**src/rtl/id_operand_stage.sv**
```systemverilog
// Decode-to-execute operand stage: regfile read addressing, EX/MEM/WB operand bypass,
// load-use stall and the ID/EX pipeline register. Define OPSTAGE_WB_BYPASS_EN to add the WB bypass.
module id_operand_stage #(
    parameter int DW = 32,
    parameter int AW = 5,
    parameter int CW = 16
) (
    input  logic          clk,
    input  logic          rst,
    input  logic          in_valid,
    output logic          in_ready,
    input  logic [AW-1:0] in_rs,
    input  logic [AW-1:0] in_rt,
    input  logic [AW-1:0] in_rd,
    input  logic          in_wen,
    input  logic          in_is_load,
    input  logic [DW-1:0] in_imm,
    input  logic [CW-1:0] in_ctrl,
    output logic [AW-1:0] raddr1,
    output logic [AW-1:0] raddr2,
    input  logic [DW-1:0] rdata1,
    input  logic [DW-1:0] rdata2,
    input  logic          ex_valid,
    input  logic          ex_wen,
    input  logic          ex_is_load,
    input  logic [AW-1:0] ex_addr,
    input  logic [DW-1:0] ex_data,
    input  logic          mem_valid,
    input  logic          mem_wen,
    input  logic [AW-1:0] mem_addr,
    input  logic [DW-1:0] mem_data,
    input  logic          wb_we,
    input  logic [AW-1:0] wb_waddr,
    input  logic [DW-1:0] wb_wdata,
    input  logic          flush,
    output logic          out_valid,
    input  logic          out_ready,
    output logic [DW-1:0] out_op1,
    output logic [DW-1:0] out_op2,
    output logic [AW-1:0] out_rd,
    output logic          out_wen,
    output logic          out_is_load,
    output logic [DW-1:0] out_imm,
    output logic [CW-1:0] out_ctrl,
    output logic [15:0]   stall_count
);

    logic          hazard;
    logic          capture;
    logic [DW-1:0] op1;
    logic [DW-1:0] op2;

    assign raddr1 = in_rs;
    assign raddr2 = in_rt;

    // A load in EX has no data yet, so it never forwards; it stalls instead.
    function automatic logic [DW-1:0] resolve(input logic [AW-1:0] src, input logic [DW-1:0] rf);
        logic [DW-1:0] val;
        val = rf;
        if (src == '0)
            val = '0;
        else if (ex_valid && ex_wen && !ex_is_load && ex_addr == src)
            val = ex_data;
        else if (mem_valid && mem_wen && mem_addr == src)
            val = mem_data;
`ifdef OPSTAGE_WB_BYPASS_EN
        else if (wb_we && wb_waddr == src)
            val = wb_wdata;
`endif
        return val;
    endfunction

`ifndef OPSTAGE_WB_BYPASS_EN
    // Regfile is write-first here, so the WB port is intentionally not observed.
    logic wb_unused;
    assign wb_unused = ^{wb_we, wb_waddr, wb_wdata};
`endif

    always_comb begin
        op1 = resolve(in_rs, rdata1);
        op2 = resolve(in_rt, rdata2);
    end

    assign hazard = in_valid && ex_valid && ex_wen && ex_is_load && (ex_addr != '0)
                    && (ex_addr == in_rs || ex_addr == in_rt);
    assign in_ready = (!out_valid || out_ready) && !hazard && !flush;
    assign capture  = in_valid && in_ready;

    always_ff @(posedge clk) begin
        if (!rst) begin
            out_valid   <= 1'b0;
            out_op1     <= '0;
            out_op2     <= '0;
            out_rd      <= '0;
            out_wen     <= 1'b0;
            out_is_load <= 1'b0;
            out_imm     <= '0;
            out_ctrl    <= '0;
            stall_count <= '0;
        end else begin
            if (flush) begin
                out_valid <= 1'b0;
            end else if (capture) begin
                out_valid   <= 1'b1;
                out_op1     <= op1;
                out_op2     <= op2;
                out_rd      <= in_rd;
                out_wen     <= in_wen;
                out_is_load <= in_is_load;
                out_imm     <= in_imm;
                out_ctrl    <= in_ctrl;
            end else if (out_ready) begin
                out_valid <= 1'b0;
            end
            if (hazard && !flush && stall_count != 16'hFFFF)
                stall_count <= stall_count + 16'd1;
        end
    end

endmodule

```
**config.mk**
```make
export PLATFORM = sky130hd
export DESIGN_NAME = id_operand_stage
export DESIGN_NICKNAME = d
export VERILOG_FILES = /design/src/rtl/id_operand_stage.sv
export SDC_FILE = /design/constraint.sdc
export NUM_CORES = 1
export LEC_CHECK = 0
export CAP_MARGIN = 20
export CORE_AREA = 2 2 153 155
export DETAILED_ROUTE_END_ITERATION = 8
export DIE_AREA = 0 0 155 157
export GPL_ROUTABILITY_DRIVEN = 0
export PLACE_DENSITY = 0.75
export RECOVER_POWER = 50
export SLEW_MARGIN = 20
export SYNTH_ARGS = -nofsm -noshare
export SYNTH_HDL_FRONTEND = slang
export SYNTH_SLANG_ARGS = --single-unit
```
**constraint.sdc**
```tcl
create_clock -name clk -period 4.25 [get_ports clk]
set_input_delay 1.275 -clock clk [delete_from_list [all_inputs] [get_ports clk]]
set_output_delay 1.275 -clock clk [all_outputs]
set_load 0.05 [all_outputs]
```
==> impl_metrics.toml, run 1 <==
[synth]
synth.avg_cell_area_um2 = 8.47
netlist_area_um2 = 7100
async_flop_share_pct = 0
yosysSeqAreaShare_pct = 38.4
synth_nets = 1090
ys_types = 51
ys.flop_type = "dfxtp_1"
synth_edf_count = 0
synth_cells = 838
yosysWarningCount = 0
ys_ff_latch = 136

[timing]
fin_crit_sh_pct = 98.8
setup_viol = 0
worst_pin_slew_ps = 1310
fin_tns_setup_ps = 0
skew_ps = 12.2
slew_headroom_pct = 12.8
rsz0062_at_grt = "no"
fmax_mhz = 238
final-hold-violation-count = 0
min_period_ps = 4200
drv_slew = 0

[floorplanning]
die_area_um2 = 24300
fp-row-count = 55
start_util_pct = 31.5
pin_count = 398
dieHeight_um = 157
coreArea_um2 = 22500
die_x_um = 155

[grt]
gr-usage-all-layers_pct = 22.7
grt_pass1_vias = 7469
grt_max_degree = 100
overflow = 0
grt_antenna_before_repair = 0
grt_pass1_wl_mm = 42.6

[worst_hold_path]
hold_depth = 2
hp-class = "reg2reg"

[final_layout]
nNetsFinal = 1426
drive_gt1_share_pct = 8.34
syn2layout_area_growth_pct = 63.5
n_antenna_cell = 0

[critical_path]
cp_num_cells = 6
end_kind = "output pin"
cp_top_family = "simple AND/OR/NAND/NOR gates"
critical_path_required_ps = 2970
crit_buf_inv = 2
cp_max_fo = 2
reg2regPathDepth = 6
path_class = "in2out"
cp_slowest_cell = "or4_4"
setup.worst_path.start_class = "input port"
crit_chain = "clkdlybuf4s50_1, or4_4, o21bai_4, nor2_1, nor3_2, clkbuf_16"
worstPathArrival_ps = 2920
slowest_delay_ps = 520

[placed_design]
dp_hpwl_mm = 20.8
portBuffers = 359

[power_and_ir_drop]
finalPower_mw = 3.74
p_leak_nw = 4.59
irDropWorstVdd_uv = 222
power_density_nw_per_um2 = 323

[clock_network]
clk_latency_ps = 420
cts_buffers = 17
cts.sinks = 136
clk_pin_slew_worst_paths_ps = 60
cts_tree = "yes"
clk_path_buf_depth = 2
cts-root-buf = "clkbuf_16"
ctsHoldBuffers = 0
cts_max_level = 4

[detailed_routing]
vias = 7664
drtAntennaViolNets = 0
drc = 0
drtIter0Drc = 603
drt-pass1-iter-count = 5
avgRoutedWirePerCell_um = 19.7
viasPerCell = 5.21
wirelength_mm = 29.0

[run_status]
status = "finished, final reports clean"

[run]
maxCapViolCount = 0
-- metal layers --
metal	vias up	track usage (%)	wire (um)
met5	-	0	0
met3	52	4.52	1790
met2	318	38.6	14100
met4	0	7.85	727
li1	3651	-	-
met1	3643	28.6	12300
-- placed cells by master (no fill, tap or decap), drive strengths merged, types with 2 or more instances in the layout --
cell	Yosys	layout
clkdlybuf4s50	0	210
dfxtp	136	136
dlygate4sd3	0	133
nand2	122	122
inv	67	73
nor2	72	72
a21boi	64	64
a211oi	64	64
o32ai	64	64
mux2i	58	58
buf	43	50
xor2	20	20
clkbuf	39	20
nand3	10	10
a21oi	8	8
nand2b	7	7
o41ai	6	6
or4	6	6
clkinv	1	6
o311ai	5	5
o31ai	5	5
dlymetal6s2s	0	4
nor3	4	4
o21ai	4	4
or3	3	3
and2	3	3
and3	3	3
nor4	3	3
nand4	2	2
nor2b	2	2
nor3b	2	2
o311a	2	2
bufinv	0	2
-- power by group --
part / switching (mW) / total, mW / internal, mW
Combinational: 0.493 / 0.868 / 0.376
Clock: 0.633 / 1.51 / 0.881
Sequential: 0.0274 / 1.36 / 1.33
Total: 1.15 / 3.74 / 2.59
-- sequential cells by signal, summed over array words and instances (netlist names) --
register     cells
out_is_load      1
out_valid        1
stall_count     16
out_wen          1
out_rd           5
out_op1         32
out_ctrl        16
out_imm         32
out_op2         32
-- per-stage QoR --
step | cells | utilization, % | worst slack (ps) | area, um2 | hold WS [ps]
finish | 1472 | 51.6 | 52.8 | 11600 | 452
floorplan | 838 | - | 38.3 | 7100 | 671
CTS | 1471 | 51.4 | 30.4 | 11600 | 455
global placement | 1439 | 48.7 | 24.5 | 11000 | 439
detailed placement | 1439 | 48.7 | 45.0 | 11000 | 445
global route | 1472 | 51.6 | 4.02 | 11600 | 471
-- cells by family after synthesis --
family / after synthesis / synth area share (%)
and+or+nand+nor: 243 / 15.1
AOI/OAI and AO/OA: 230 / 25.6
buffers and inverters: 150 / 10.1
DFF: 136 / 38.4
muxes: 58 / 8.18
xor gates and xnor gates: 20 / 2.47
adders and majority gates: 1 / 0.176
-- worst min-delay path: stages (launching register included) --
cell,delay (ps)
dfxtp_1,310
inv_1,50
o32ai_1,50
-- cell type report --
type / count / area, um2
Timing Repair Buffer: 399 / 3960
Tap cell: 285 / 357
Multi-Input combinational cell: 552 / 3720
Inverter: 68 / 255
Clock inverter: 14 / 163
Clock buffer: 18 / 429
Sequential cell: 136 / 2720
Fill cell: 2064 / 10900
-- timing repair --
item                       CTS  global route
setup endpoints to repair    0             1
gates resized for setup      0            10
setup buffers                0             1
-- cell usage after synthesis, types with 3 or more instances --
library cell	count	area [um2]
buf_2	15	75.1
a21boi_0	64	480
nor2_1	72	270
inv_1	67	251
a211oi_1	64	480
o32ai_1	64	561
buf_4	22	165
buf_8	4	60.1
o31ai_1	5	37.5
a21oi_1	8	40.0
and2_1	3	18.8
nand3_1	10	50.1
o41ai_1	6	52.6
or3_1	3	18.8
nand2b_1	7	43.8
nand2_1	122	458
and3_1	3	18.8
clkbuf_1	39	146
xor2_1	20	175
or4_1	6	45.0
o311ai_0	5	43.8
mux2i_1	58	581
dfxtp_1	136	2720
-- path summary, 6_finish.rpt --
kind	from	endpoint	slack, ps
worst max-delay path	ex_addr[1]	in_ready	50
worst min-delay path	out_op1[31]	out_op1[31]	450
worst max register to register	out_valid	out_op2[31]	2090
worst min register to register	out_op1[31]	out_op1[31]	450
Note: power is estimated with default switching activity, not from simulation.
==> run 2, diff against run 1 <==
MAX_ROUTING_LAYER = met4   (was not set)
==> run 2 against run 1 <==
Effect of this change:
- fmax is essentially flat
- non-clock buffer count unchanged
- clock-buffer cell count stayed put
- largest power group unchanged
==> impl_metrics.toml, run 2 (synthesis gave the netlist of run 1 again) <==
[worst_hold_path]
hp-class = "reg2reg"
min_from = "out_op1[31]"

[final_layout]
drive_gt1_share_pct = 8.34
final_cell_mix = "clkdlybuf4s50_1, dfxtp_1, dlygate4sd3_1"
n_antenna_cell = 0
final_common_cell = "clkdlybuf4s50_1"
final_util_pct = 51.6
nNetsFinal = 1426
syn2layout_area_growth_pct = 63.5
fin_cells = 1472
nFillCells = 2064
largestRegisters = "out_imm (32), out_op1 (32), out_op2 (32)"

[floorplanning]
start_util_pct = 31.5
fp-row-count = 55
coreArea_um2 = 22500
dieHeight_um = 157
pin_count = 398
die_area_um2 = 24300
die_x_um = 155

[clock_network]
cts_buffers = 17
clk_latency_ps = 420
cts_max_level = 4
clk_pin_slew_worst_paths_ps = 60
clk_path_buf_depth = 2
cts-root-buf = "clkbuf_16"
cts.sinks = 136
cts_tree = "yes"
ctsHoldBuffers = 0

[timing]
final-hold-violation-count = 0
fin_crit_sh_pct = 98.8
drv_slew = 0
min_period_ps = 4200
fmax_mhz = 238
fin_tns_setup_ps = 0
setup_viol = 0
slew_headroom_pct = 13.7
fin_hold_ws_ps = 452
skew_ps = 12.0
rsz0062_at_grt = "no"
worst_pin_slew_ps = 1290

[grt]
grt_pass1_wl_mm = 42.6
gr-usage-all-layers_pct = 23.4
grt_antenna_before_repair = 0
grt_max_degree = 100
grt_pass1_vias = 7477
overflow = 0

[placed_design]
dp_cells = 1439
dp_hpwl_mm = 20.8
portBuffers = 359

[detailed_routing]
drc = 0
drtIter0Drc = 515
wirelength_mm = 28.9
viasPerCell = 5.18
drt-pass1-iter-count = 5
drtAntennaViolNets = 0
vias = 7631
avgRoutedWirePerCell_um = 19.6

[critical_path]
cp_max_fo = 2
worstPathArrival_ps = 2920
path_class = "in2out"
cp-startpoint = "ex_addr[1]"
rrSetupSlack_ps = 2080
setup.worst_path.start_class = "input port"
critical_path_required_ps = 2970
reg2reg_from = "out_valid"
end_kind = "output pin"

[power_and_ir_drop]
pwr-share-comb_pct = 23.2
power_density_nw_per_um2 = 322
finalPower_mw = 3.74
irDropWorstVdd_uv = 223
pwr-share-seq_pct = 36.4
pwr-share-clk_pct = 40.4
switching_share_pct = 30.8
p_leak_nw = 4.59
p_int_mw = 2.59
p_sw_mw = 1.15

[run_status]
status = "finished, final reports clean"

[run]
maxCapViolCount = 0
-- run 2: path summary, 6_finish.rpt --
kind                  to  cells past startpoint
min reg2reg  out_op1[31]                      2
max reg2reg  out_op2[31]                      6
max             in_ready                      6
min          out_op1[31]                      2
-- run 2: metal layers --
| metal | track usage, % | vias to the layer above | routed length [um] |
|---|---|---|---|
| met5 | - | - | 0 |
| met2 | 38.5 | 306 | 14200 |
| met3 | 4.38 | 56 | 1630 |
| met4 | 7.85 | 0 | 735 |
| li1 | - | 3650 | - |
| met1 | 28.8 | 3619 | 12300 |
-- run 2: critical path: stages --
cell and delay, ps:
clkdlybuf4s50_1 440, or4_4 520, o21bai_4 130, nor2_1 60
nor3_2 270, clkbuf_16 220
-- run 2: power groups by stage --
stage	Combinational [mW]	Sequential (mW)	Clock [mW]
4_1_cts	0.887	1.36	1.55
3_3_place_gp	0.875	1.39	0
3_5_place_dp	0.882	1.39	0
6_report	0.867	1.36	1.51
5_1_grt	0.913	1.37	1.60
2_1_floorplan	0.254	1.60	0
-- run 2: through the flow --
stage / setup WS (ps) / cell area, um2
after floorplan: 38.3 / 7100
after global placement: 24.5 / 11000
after detailed placement: 45.0 / 11000
after CTS: 30.4 / 11600
after global routing: 5.99 / 11600
final: 52.6 / 11600
-- run 2: what timing repair did --
item                       in CTS  in global routing
gates resized for setup         0                 10
hold endpoints to repair        0                  0
setup endpoints to repair       0                  1
buffers inserted                0                  1
-- run 2: layout make-up --
class | instances | area, um2 | area share (%)
timing repair buffer | 399 | 3960 | 34.1
multi-input combinational | 552 | 3720 | 32.0
sequential | 136 | 2720 | 23.5
clock buffer | 18 | 429 | 3.70
tap | 285 | 357 | 3.07
inverter | 68 | 255 | 2.20
clock inverter | 14 | 163 | 1.40
==> run 3, diff against run 2 <==
CELL_PAD_IN_SITES_DETAIL_PLACEMENT = 1   (was not set)
CELL_PAD_IN_SITES_GLOBAL_PLACEMENT = 1   (was not set)
DONT_BUFFER_PORTS = 1   (was not set)
PLACE_DENSITY = 0.67   (was 0.75)
==> run 3 against run 2 <==
Effect of this change:
- register-to-register slack lost 520 ps
- final area decreased by 33%
- worst hold slack improved by 250 ps
- die area unchanged
- combinational power shrank 70%
- sequential cell count did not move
- final cell count decreased by 26%
- utilization is 17 points lower
- first-iteration DRC count is 24% lower
- critical endpoint unchanged
==> impl_metrics.toml, run 3 (synthesis gave the netlist of run 1 again) <==
[run_status]
status = "finished, final reports clean"

[critical_path]
rrSetupSlack_ps = 1560
reg2reg_from = "stall_count[0]"
slowest_delay_ps = 580
cp_top_family = "simple AND/OR/NAND/NOR gates"
cp_slowest_cell = "or4_1"
critical_path_required_ps = 2970
cp_max_fo = 3
worstPathArrival_ps = 2450
end_kind = "output pin"
setup.worst_path.start_class = "input port"
path_class = "in2out"
reg2reg_to = "stall_count[14]"
crit_buf_inv = 1
reg2regPathDepth = 7
crit_chain = "or4_1, o21bai_2, nor2_1, nor3_2, buf_4"

[floorplanning]
start_util_pct = 31.5
fp-row-count = 55
coreArea_um2 = 22500
dieHeight_um = 157
pin_count = 398
die_x_um = 155
die_area_um2 = 24300

[timing]
setup_viol = 0
min_period_ps = 3720
drv_slew = 0
worst_pin_slew_ps = 771
fmax_mhz = 269
rsz0062_at_grt = "no"
fin_hold_ws_ps = 699
slew_headroom_pct = 48.6
skew_ps = 12.3
fin_tns_setup_ps = 0
final-hold-violation-count = 0
fin_crit_sh_pct = 87.6

[grt]
gr-usage-all-layers_pct = 20.7
grt_max_degree = 132
overflow = 0
grt_pass1_vias = 6497
grt_antenna_before_repair = 1
grt_pass1_wl_mm = 38.2

[clock_network]
clk_path_buf_depth = 2
cts_max_level = 4
post_cts_buffers = 0
cts-root-buf = "clkbuf_16"
cts.sinks = 136
clk_pin_slew_worst_paths_ps = 60
ctsHoldBuffers = 0
cts_tree = "yes"
ctsResizeCount = 0
clk_latency_ps = 420
cts_buffers = 17

[detailed_routing]
avgRoutedWirePerCell_um = 23.3
wirelength_mm = 25.5
drtIter0Drc = 389
met2WireLength_mm = 12.8
drt-pass1-iter-count = 4
drc = 0
drtAntennaViolNets = 0
highest_layer = "met4"
wl_met3_mm = 1.81
vias = 6232
viasPerCell = 5.69
met1_length_mm = 10.5

[final_layout]
syn2layout_area_growth_pct = 10.2
nNetsFinal = 1046
drive_gt1_share_pct = 7.68
final_cell_mix = "dfxtp_1, nand2_1, nor2_1"
largestRegisters = "out_imm (32), out_op1 (32), out_op2 (32)"
final_common_cell = "dfxtp_1"

[power_and_ir_drop]
power_density_nw_per_um2 = 444
p_leak_nw = 2.68
irDropWorstVdd_uv = 235

[worst_hold_path]
min_from = "out_ctrl[0]"
hold_depth = 2
hp-class = "reg2reg"
hold_path_end = "out_ctrl[0]"

[placed_design]
dp_hpwl_mm = 17.9
portBuffers = 0

[run]
maxCapViolCount = 0
run 3: tightest hold or removal path, cell delays in order, from the launching register on:
cell	delay, ps
dfxtp_1	480
nand2_1	120
mux2i_1	60
run 3: worst max-delay path by stage:
stage,start,end,slack (ps),cells after the start
5_1_grt,ex_addr[1],in_ready,450,5
4_1_cts,ex_addr[1],in_ready,510,5
3_3_place_gp,ex_addr[1],in_ready,520,5
6_report,ex_addr[1],in_ready,530,5
2_1_floorplan,ex_addr[1],in_ready,40,7
3_5_place_dp,ex_addr[1],in_ready,520,5
run 3: per-stage QoR:
step / total power [mW] / util, % / setup slack (ps) / instance area [um2] / std cells
final: 3.48 / 34.8 / 528 / 7830 / 1095
after global routing: 3.61 / 34.8 / 452 / 7820 / 1093
after CTS: 3.52 / 34.8 / 506 / 7830 / 1092
after detailed placement: 1.89 / 31.9 / 519 / 7190 / 1060
after global placement: 1.88 / 31.9 / 519 / 7190 / 1060
after floorplan: 1.85 / - / 38.3 / 7100 / 838
run 3: report_power, final:
part	switching, mW	leakage [nW]	internal, mW
combinational	0.151	1.26	0.112
sequential	0.256	1.11	1.33
clock	0.667	0.310	0.956
run 3: cell type report:
| cell class | instances | area, um2 |
|---|---|---|
| inverters | 68 | 255 |
| fillers | 2621 | 14700 |
| flip-flops and latches | 136 | 2720 |
| multi-input cells | 552 | 3680 |
| well taps | 285 | 357 |
| clock buffers | 17 | 425 |
| repair buffers | 19 | 164 |
| diodes | 3 | 7.51 |
| clock inverters | 15 | 211 |
run 3: per-layer routing:
metal	vias to the layer above	track usage (%)
li1	2895	-
met1	3055	23.9
met2	250	34.9
met3	32	5.64
met4	0	6.79
met5	-	-
